[src/rtl/mem_arbiter_pkg.sv]
// Shared definitions for the cache/memory arbiter: FSM state encoding and
// grant identifiers, also used by the cache controller.
package mem_arbiter_pkg;

   typedef enum logic [1:0] {
      IDLE    = 2'd0,
      SERVE_D = 2'd1,
      SERVE_I = 2'd2
   } arb_state_t;

   typedef enum logic {
      GRANT_I = 1'b0,
      GRANT_D = 1'b1
   } grant_t;

endpackage

[src/rtl/mem_arbiter.sv]
// Two-port arbiter sharing one main-memory block port between the i-cache
// and the d-cache, alternating on contention through a last-grant bit.
module mem_arbiter
   import mem_arbiter_pkg::*;
#(
   parameter int ADDR_W  = 28,
   parameter int BLOCK_W = 128
) (
   input  logic               clk,
   input  logic               reset,

   input  logic               i_read,
   input  logic [ADDR_W-1:0]  i_address,
   output logic [BLOCK_W-1:0] i_readdata,
   output logic               i_busywait,

   input  logic               d_read,
   input  logic               d_write,
   input  logic [ADDR_W-1:0]  d_address,
   input  logic [BLOCK_W-1:0] d_writedata,
   output logic [BLOCK_W-1:0] d_readdata,
   output logic               d_busywait,

   output logic               mem_read,
   output logic               mem_write,
   output logic [ADDR_W-1:0]  mem_address,
   output logic [BLOCK_W-1:0] mem_writedata,
   input  logic [BLOCK_W-1:0] mem_readdata,
   input  logic               mem_ack
);

   arb_state_t state;
   arb_state_t state_nxt;
   grant_t     last_grant;
   logic       done_i;
   logic       done_d;
   logic       d_req;
   logic       d_elig;
   logic       i_elig;

   assign d_req      = d_read | d_write;
   assign i_busywait = i_read & ~done_i;
   assign d_busywait = d_req & ~done_d;

   // A requester in its done cycle still holds its request; mask it so the
   // finished transaction is not granted a second time.
   assign d_elig = d_req & ~done_d;
   assign i_elig = i_read & ~done_i;

   always_comb begin
      state_nxt = state;
      case (state)
         IDLE: begin
            if (d_elig && (!i_elig || last_grant == GRANT_I)) begin
               state_nxt = SERVE_D;
            end else if (i_elig) begin
               state_nxt = SERVE_I;
            end
         end
         SERVE_D: if (mem_ack) state_nxt = IDLE;
         SERVE_I: if (mem_ack) state_nxt = IDLE;
         default: state_nxt = IDLE;
      endcase
   end

   always_ff @(posedge clk) begin
      if (!reset) begin
         state         <= IDLE;
         last_grant    <= GRANT_I;
         mem_read      <= 1'b0;
         mem_write     <= 1'b0;
         mem_address   <= '0;
         mem_writedata <= '0;
         i_readdata    <= '0;
         d_readdata    <= '0;
         done_i        <= 1'b0;
         done_d        <= 1'b0;
      end else begin
         state  <= state_nxt;
         done_i <= 1'b0;
         done_d <= 1'b0;
         case (state)
            IDLE: begin
               if (state_nxt == SERVE_D) begin
                  // A combined read+write request is a writeback.
                  mem_address   <= d_address;
                  mem_writedata <= d_writedata;
                  mem_write     <= d_write;
                  mem_read      <= ~d_write;
                  last_grant    <= GRANT_D;
               end else if (state_nxt == SERVE_I) begin
                  mem_address <= i_address;
                  mem_write   <= 1'b0;
                  mem_read    <= 1'b1;
                  last_grant  <= GRANT_I;
               end
            end
            SERVE_D: begin
               if (mem_ack) begin
                  if (mem_read) d_readdata <= mem_readdata;
                  mem_read  <= 1'b0;
                  mem_write <= 1'b0;
                  done_d    <= 1'b1;
               end
            end
            SERVE_I: begin
               if (mem_ack) begin
                  i_readdata <= mem_readdata;
                  mem_read   <= 1'b0;
                  mem_write  <= 1'b0;
                  done_i     <= 1'b1;
               end
            end
            default: ;
         endcase
      end
   end

endmodule

[config.mk]
export PLATFORM = sky130hd
export DESIGN_NAME = mem_arbiter
export DESIGN_NICKNAME = d
export VERILOG_FILES = /design/src/rtl/mem_arbiter_pkg.sv /design/src/rtl/mem_arbiter.sv
export SDC_FILE = /design/constraint.sdc
export NUM_CORES = 1
export LEC_CHECK = 0
export ABC_CLOCK_PERIOD_IN_PS = 3900
export BUFFER_PORTS_ARGS = -buffer_cell sky130_fd_sc_hd__buf_2
export CORE_AREA = 2 2 284 286
export CTS_CLUSTER_DIAMETER = 50
export DETAILED_ROUTE_END_ITERATION = 12
export DIE_AREA = 0 0 286 288
export HOLD_SLACK_MARGIN = 0.06
export PLACE_DENSITY = 0.38
export SYNTH_ARGS = -nofsm -noshare
export SYNTH_HDL_FRONTEND = slang
export SYNTH_SLANG_ARGS = --single-unit
[constraint.sdc]
create_clock -name clk -period 3.9 [get_ports clk]
set_input_delay 0.39 -clock clk [delete_from_list [all_inputs] [get_ports clk]]
set_output_delay 0.39 -clock clk [all_outputs]
set_load 0.01 [all_outputs]
# Word level (Yosys, flattened, before mapping)
# Index checks and enable logic that the tools add are counted.
dict set report totals {
  regBits 419
}
dict set report op_classes {
  eq_ne 6
  n_mux 15
  reduce_logical 14
  bitwise_logic 7
}
# cell n
set op_table {}
lappend op_table {{28-bit 2-to-1 mux} 2}
lappend op_table {{2-bit AND reduction} 5}
lappend op_table {{1-bit 2-to-1 mux} 7}
lappend op_table {{2-bit 2-to-1 mux} 3}
lappend op_table {{3-bit AND reduction} 2}
lappend op_table {{2-bit by 1-bit == test with 1-bit output (second input constant)} 2}
lappend op_table {{2-bit == test (second input constant)} 2}
lappend op_table {{1-bit inverter} 4}
lappend op_table {{1-bit one-hot mux with 2 select lines} 2}
lappend op_table {{2-bit one-hot mux with 2 select lines} 1}
lappend op_table {{2-bit nonzero test} 2}
lappend op_table {{3-bit != test (second input constant)} 1}
lappend op_table {{1-bit AND} 2}
lappend op_table {{2-bit zero test} 1}
lappend op_table {{2-bit by 1-bit != test with 1-bit output (second input constant)} 1}
lappend op_table {{2-bit OR reduction} 1}
lappend op_table {{1-bit logical AND} 1}
lappend op_table {{1-bit zero test} 1}
lappend op_table {{1-bit logical OR} 1}
lappend op_table {{1-bit bitwise OR} 1}

# Depth between registers and ports, before layout
# Gate-level depths: netlist of run 1.
dict set report logic_depth {
  depth_word 11
  depth_mapped 12
  ltp_nobuf 9
}

# Least setup slack after synthesis of run 1
# Ideal clock, no wire load.
dict set report synth_path {
  kind {register -> register}
  startpoint {register state[0]}
  endpoint {register mem_address[10]}
  stages_incl_launch_ff 11
  t_arrival_ps 2133
  path_slack_ps 1651
  cell_sequence {dfxtp_1 -> inv_1 -> ha_1 -> nor2b_1 -> nand2_1 -> a21o_1 -> ha_1 -> and2b_1 -> buf_6 -> buf_4 -> o211a_1}
}
dict set report synth_via {
  elab_chain_cells 6
  elab_cells_between_ends 13
  cone_classes {eq/ne: 4; mux: 5; reduce/logical: 4}
}
# element line_no
set synth_rtl {}
lappend synth_rtl {{from (decl)} mem_arbiter.sv:32} ;# arb_state_t state;
lappend synth_rtl {{from (signal assigned)} mem_arbiter.sv:79} ;# state <= state_nxt;
lappend synth_rtl {{2-bit == test, or another cell as far along} mem_arbiter.sv:52} ;# case (state)
lappend synth_rtl {{2-bit OR reduction (no line) or 2-bit 2-to-1 mux (tied branches)} --}
lappend synth_rtl {{2-bit one-hot mux with 2 select lines} mem_arbiter.sv:52}
lappend synth_rtl {{2-bit by 1-bit == test with 1-bit output or 2-bit == test (tied branches)} {mem_arbiter.sv:84, mem_arbiter.sv:91}}
lappend synth_rtl {{2-bit nonzero test (no line)} --}
lappend synth_rtl {{2-bit AND reduction (no line)} --}
lappend synth_rtl {{to (signal assigned)} mem_arbiter.sv:86} ;# mem_address <= d_address;
lappend synth_rtl {{to (signal assigned)} mem_arbiter.sv:92} ;# mem_address <= i_address;
lappend synth_rtl {{to (decl)} mem_arbiter.sv:26} ;# output logic [ADDR_W-1:0] mem_address,
# Several ways; a longest one is shown, not always the timed one.
# A chain may end at the register's enable or synchronous reset.

# Worst setup path after layout of run 1
dict set report layout_path {
  startpoint {register state[1]}
  endpoint {register mem_address[5]}
}
dict set report layout_via {
  elab_chain_cells 6
  elab_cells_between_ends 13
  cone_classes {eq/ne: 4; mux: 5; reduce/logical: 4}
}
# element line_no
set layout_rtl {}
lappend layout_rtl {{2-bit == test or 2-bit by 1-bit == test with 1-bit output (tied branches)} mem_arbiter.sv:52}
lappend layout_rtl {{2-bit OR reduction (no line)} --}
lappend layout_rtl {{2-bit one-hot mux with 2 select lines *} mem_arbiter.sv:52}
lappend layout_rtl {{via state_nxt[0]} mem_arbiter.sv:33} ;# arb_state_t state_nxt;
lappend layout_rtl {{2-bit by 1-bit == test with 1-bit output or 2-bit == test (tied branches)} {mem_arbiter.sv:84, mem_arbiter.sv:91}}
lappend layout_rtl {{2-bit nonzero test (no line)} --}
lappend layout_rtl {{2-bit AND reduction (no line)} --}
# The timed path passes the listed nets; every way through them passes the cells marked *.

==> impl_metrics.json, run 1 <==
{
  "tritoncts": "built",
  "status": "completed",
  "synthArstFlopShare_pct": 0,
  "cts_htree_levels": 3,
  "met3_length_mm": 6.17,
  "worst_pin_slew_ns": 0.897,
  "synth_top_flop_cell": "dfxtp_1",
  "cts.sinks": 419,
  "fin_nets": 3100,
  "grt_pass1_vias": 16200,
  "final_cell_mix": "nand2_1, buf_2, dfxtp_1",
  "fin_crit_sh_pct": 74.8,
  "grt_antenna_before_repair": 7,
  "yosysTopAreaCellShare_pct": 51.9,
  "avgRoutedWirePerCell_um": 16.4,
  "cts-root-buf": "clkbuf_16",
  "fin_util_pct": 32.0,
  "start_util_pct": 20.3,
  "startpoint_type": "flip-flop",
  "firstDrtPassIters": 5,
  "syn_nets": 2161,
  "seqCellArea_um2": 8390,
  "numPortBuffers": 733,
  "drc": 0,
  "finClkSkew_ns": 0.0241,
  "area.growth.synth_to_final_pct": 57.7,
  "critPathCaptureType": "flip-flop",
  "ant_nets": 0,
  "synth_fa_ha_area_share_pct": 0.387,
  "synth.area.mux_share_pct": 1.80,
  "grt_pass1_wl_mm": 95.4,
  "rows": 104,
  "fill_cells": 8564,
  "clkTransAtPathRegs_ns": 0.05,
  "clk_latency_ns": 0.58,
  "cp_data_arrival_time_ns": 3.40,
  "core_area_um2": 79600,
  "min-delay-path-class": "in2reg",
  "dp_hpwl_mm": 44.4,
  "drt-met1-wl_mm": 25.6,
  "critPathRequiredTime_ns": 4.38,
  "syn_avg_cell_area_um2": 8.79,
  "io_pins": 734,
  "crit_end": "mem_address[5]",
  "grt_max_degree": 143,
  "drt_wl_total_mm": 63.9,
  "dr_wl_met2_mm": 30.4,
  "grt_overflow": 0,
  "layout_setup_ws_ns": 0.983,
  "worstReg2RegEnd": "mem_address[5]",
  "drv_slew": 0,
  "drive_above_1_share_pct": 31.3,
  "dieHeight_um": 288,
  "topRoutingLayerUsed": "met5",
  "die_x_um": 286,
  "yosys.area_share.simple_pct": 19.3,
  "synth_xor_area_share_pct": 0,
  "layout_min_cycle_time_ns": 2.92,
  "critPathMaxFanout": 37,
  "synthCells": 1838,
  "rsz0062_at_grt": "no",
  "power_leakage_nw": 11.4,
  "finalWeightedCongestion": 0.796,
  "r2r_cells": 10,
  "hold_slack_ns": 0.102,
  "postCtsSetupRepairBufs": 0,
  "r2r_start": "state[1]",
  "place_ws_ns": 0.985,
  "slew_headroom_pct": 40.2,
  "synth_seq_area_share_pct": 51.9,
  "synth-edff-count": 0,
  "power_density_nw_per_um2": 570,
  "setup_viol": 0,
  "synth_seq_cells": 419,
  "synth_area_leaders": "dfxtp_1, nand2_1, a21boi_1, a21boi_0, buf_6",
  "drt-initial-drc-count": 503,
  "yosysUniqueCellTypes": 33,
  "critPathKind": "reg2reg",
  "multi_input_area_um2": 6780,
  "track_usage_pct": 14.8,
  "synth_area_um2": 16200,
  "cts.path.max_buffers": 3,
  "cts_inserted_buffers": 71,
  "tns_ns": 0,
  "r2r_setup_slack_ns": 0.98,
  "ys_warn_count": 0,
  "synth_compound_area_share_pct": 20.2,
  "crit_start": "state[1]",
  "maxCapViolations": 0,
  "finalHoldViolations": 0,
  "ir_drop_mv": 0.274,
  "final_common_cell": "nand2_1",
  "vias": 15800,
  "max_freq_mhz": 343,
  "dieArea_um2": 82400,
  "vias_per_cell": 4.06,
  "yosysTopAreaCell": "dfxtp_1",
  "synth_top_family_by_area": "compound AO/OA/AOI/OAI gates"
}
## metal layers
layer  track usage [%]  up-vias
met3              6.00      109
met2              25.1      553
met5                 0        -
met1              16.6     7307
li1                  -     7845
met4              5.54        6
## state kept, by name (all words and copies together) (netlist names)
signal,cells
d_readdata,128
done_d,1
done_i,1
i_readdata,128
last_grant,1
mem_address,28
mem_read,1
mem_write,1
mem_writedata,128
state,2
## worst min path at each step
stage / slack, ns / startpoint / depth (start not counted) / endpoint
final: 0.10 / mem_readdata[8] / 3 / i_readdata[8]
after global routing: 0.09 / d_writedata[5] / 3 / mem_writedata[5]
after CTS: 0.06 / mem_readdata[8] / 3 / i_readdata[8]
after detailed placement: 0.44 / mem_writedata[70] / 2 / mem_writedata[70]
after global placement: 0.44 / d_readdata[81] / 2 / d_readdata[81]
after floorplan: 0.47 / last_grant / 2 / last_grant
## cell type report
cell class                 instances  area share [%]
sequential                       419            32.9
inverter                           3          0.0442
antenna                            3          0.0295
timing repair buffer            1007            25.4
tap                             1060            5.21
clock inverter                    33            2.05
clock buffer                      93            7.74
multi-input combinational       1275            26.6
## cells in the mapped netlist, types with 5 or more instances
master    count
buf_6        26
mux2i_1      29
buf_2        51
buf_4         7
a21boi_1    216
dfxtp_1     419
ha_1          5
a21boi_2     10
nand2_1     804
o211a_1      28
buf_8        11
a21boi_0    158
clkbuf_1     40
## power breakdown
part / total, mW / switching (mW) / internal [mW] / leakage, nW
logic: 2.95 / 1.74 / 1.21 / 6.81
clock network: 6.54 / 2.29 / 4.25 / 1.19
registers: 5.03 / 0.246 / 4.78 / 3.40
## cell families after synthesis
kind of cell	after synthesis
AO/OA/AOI/OAI	422
buffers and inverters	144
AND/OR/NAND/NOR	819
multiplexers	29
adder cells (fa/ha/maj)	5
flip-flops	419
## per-stage QoR
| stage | instance area [um2] | cells | power (mW) |
|---|---|---|---|
| 2_1_floorplan | 16200 | 1838 | 6.94 |
| 3_3_place_gp | 20400 | 3512 | 7.88 |
| 3_5_place_dp | 20400 | 3512 | 7.92 |
| 4_1_cts | 25500 | 3890 | 14.8 |
| 5_1_grt | 25500 | 3892 | 15.3 |
| 6_report | 25500 | 3893 | 14.5 |
## worst max-delay path, stage by stage, from the launching register on
cell,delay (ns)
dfxtp_1,0.40
inv_1,0.09
ha_1,0.29
nor2b_1,0.21
nand2_1,0.11
a31oi_1,0.22
ha_2,0.32
and2b_2,0.66
buf_4,0.29
nand2_1,0.07
o211a_1,0.12
## timing repair
action                                  4_1_cts  5_1_grt
resized for setup                             0        0
hold buffers                                252        0
endpoints found under the hold margin       366        0
endpoints found under the setup margin        0        0
Power figures use the tool's default switching activity.
==> run 2, diff against run 1 <==
- ABC_CLOCK_PERIOD_IN_PS: 3900 -> 2700
- clock period: 3.9 -> 2.7 ns (I/O delays scaled with it)
==> run 2 against run 1 <==
First-iteration DRC count is 7.2% higher. Setup slack got worse by 0.77 ns. Non-clock buffer count increased by 68. Via count increased by 2.5%. Total power grew 43%. Sequential power increased by 44%. Maximum frequency is 17% higher. Wire length is 0.69% higher. Utilization increased by 0.79 points. Clock skew is 0.0038 ns higher. Largest power group unchanged. Highest routed layer unchanged.
==> impl_metrics.json, run 2 (synthesis gave the netlist of run 1 again) <==
{
  "area.growth.synth_to_final_pct": 61.6,
  "vias_per_cell": 4.09,
  "cts_htree_levels": 3,
  "cts_hold_buf": 313,
  "final_cell_mix": "nand2_1, buf_2, dfxtp_1",
  "min-delay-path-class": "in2reg",
  "tns_ns": 0,
  "finalWeightedCongestion": 0.779,
  "die_x_um": 286,
  "switchingPower_mw": 6.29,
  "cts.path.max_buffers": 3,
  "fin_util_pct": 32.8,
  "ant_nets": 0,
  "fin_nets": 3167,
  "start_util_pct": 20.3,
  "critPathRequiredTime_ns": 3.21,
  "avgRoutedWirePerCell_um": 16.3,
  "cts.sinks": 419,
  "maxCapViolations": 0,
  "power_leakage_nw": 11.7,
  "grt_antenna_before_repair": 4,
  "swShare_pct": 30.3,
  "clkTransAtPathRegs_ns": 0.05,
  "cts_inserted_buffers": 70,
  "grt_max_degree": 93,
  "rows": 104,
  "drive_above_1_share_pct": 31.0,
  "clk_latency_ns": 0.59,
  "critPathCaptureType": "flip-flop",
  "grt_overflow": 0,
  "vias": 16200,
  "worst_pin_slew_ns": 0.571,
  "postCtsSetupRepairBufs": 0,
  "layout_min_cycle_time_ns": 2.49,
  "power_frac_clock_pct": 43.3,
  "p_int_mw": 14.5,
  "cp_data_arrival_time_ns": 3.00,
  "final_common_cell": "nand2_1",
  "ir_drop_mv": 0.441,
  "drv_slew": 0,
  "grt_pass1_wl_mm": 96.0,
  "rsz0062_at_grt": "no",
  "dp_hpwl_mm": 44.5,
  "critPathMaxFanout": 28,
  "drt_wl_total_mm": 64.4,
  "seqPwrFrac_pct": 35.0,
  "finClkSkew_ns": 0.0279,
  "fin_crit_sh_pct": 92.2,
  "drc": 0,
  "core_area_um2": 79600,
  "startpoint_type": "flip-flop",
  "status": "completed",
  "power_density_nw_per_um2": 795,
  "comb_power_share_pct": 21.7,
  "finalHoldViolations": 0,
  "drt-initial-drc-count": 539,
  "firstDrtPassIters": 5,
  "cts-root-buf": "clkbuf_16",
  "max_freq_mhz": 401,
  "dieHeight_um": 288,
  "crit_start": "state[0]",
  "grt_pass1_vias": 16700,
  "numPortBuffers": 733,
  "worstHoldStart": "reset",
  "r2r_start": "state[0]",
  "dieArea_um2": 82400,
  "critPathKind": "reg2reg",
  "cts_resized": 0,
  "top_regs": "d_readdata x128, i_readdata x128, mem_writedata x128",
  "io_pins": 734,
  "fill_cells": 8424,
  "track_usage_pct": 14.8,
  "setup_viol": 0,
  "tritoncts": "built",
  "slew_headroom_pct": 62.0
}
## run 2: cell count changes in the layout (fill, tap and decap cells not counted), moves of 2 or more
| cell | previous run | this run |
|---|---|---|
| buf_4 | 14 | 12 |
| buf_12 | 8 | 17 |
| clkinv_2 | 5 | 9 |
| dlygate4sd3_1 | 252 | 313 |
| bufinv_16 | 10 | 6 |
| inv_6 | 3 | 10 |
| clkinv_4 | 4 | 8 |
| clkbuf_8 | 9 | 3 |
| clkbuf_1 | 12 | 8 |
## run 2: per-layer routing
metal | part of all wire (%) | track usage [%] | vias up
met4 | 3.2 | 6.32 | 2
li1 | - | - | 7989
met5 | 0.020 | 0 | -
met1 | 41 | 16.7 | 7536
met3 | 9.3 | 5.82 | 118
met2 | 47 | 24.8 | 565
## run 2: path summary, 6_finish.rpt
kind	to	slack, ns	cells past startpoint
min	i_readdata[90]	0.11	2
max reg2reg	mem_writedata[117]	0.21	10
min reg2reg	mem_writedata[9]	0.45	2
max	mem_writedata[117]	0.21	10
## run 2: metrics by stage
step	setup slack [ns]	instance area [um2]	power, mW	instances	hold slack, ns
floorplan	0.451	16200	10.0	1838	0.405
global placement	0.196	20600	11.5	3519	0.437
detailed placement	0.191	20600	11.6	3519	0.441
CTS	0.200	26100	21.1	3958	0.0973
global route	0.0236	26100	21.8	3961	0.121
finish	0.209	26100	20.7	3961	0.106
## run 2: power groups by stage
stage,clock network (mW),logic [mW],registers [mW]
2_1_floorplan,0,2.32,7.70
6_report,8.98,4.51,7.26
3_5_place_dp,0,4.21,7.39
5_1_grt,9.54,4.96,7.35
4_1_cts,9.27,4.59,7.27
3_3_place_gp,0,4.16,7.37
## run 2: final cells by class
| type | instances | area (um2) | area share [%] |
|---|---|---|---|
| multi-input combinational | 1275 | 6780 | 26.0 |
| inverter | 3 | 11.3 | 0.0431 |
| timing repair buffer | 1075 | 7240 | 27.7 |
| sequential | 419 | 8390 | 32.1 |
| clock inverter | 43 | 470 | 1.80 |
| tap | 1060 | 1330 | 5.08 |
| antenna | 3 | 7.51 | 0.0288 |
| clock buffer | 83 | 1870 | 7.18 |
## run 2: worst max-delay path: stages, from the launching register on
cell and delay [ns]:
dfxtp_1 0.42, inv_1 0.10, ha_1 0.30, nor2b_1 0.21, nand2_1 0.11, a31oi_1 0.20, ha_2 0.27, and2_4 0.34
buf_12 0.21, nand2_1 0.08, a21boi_0 0.15
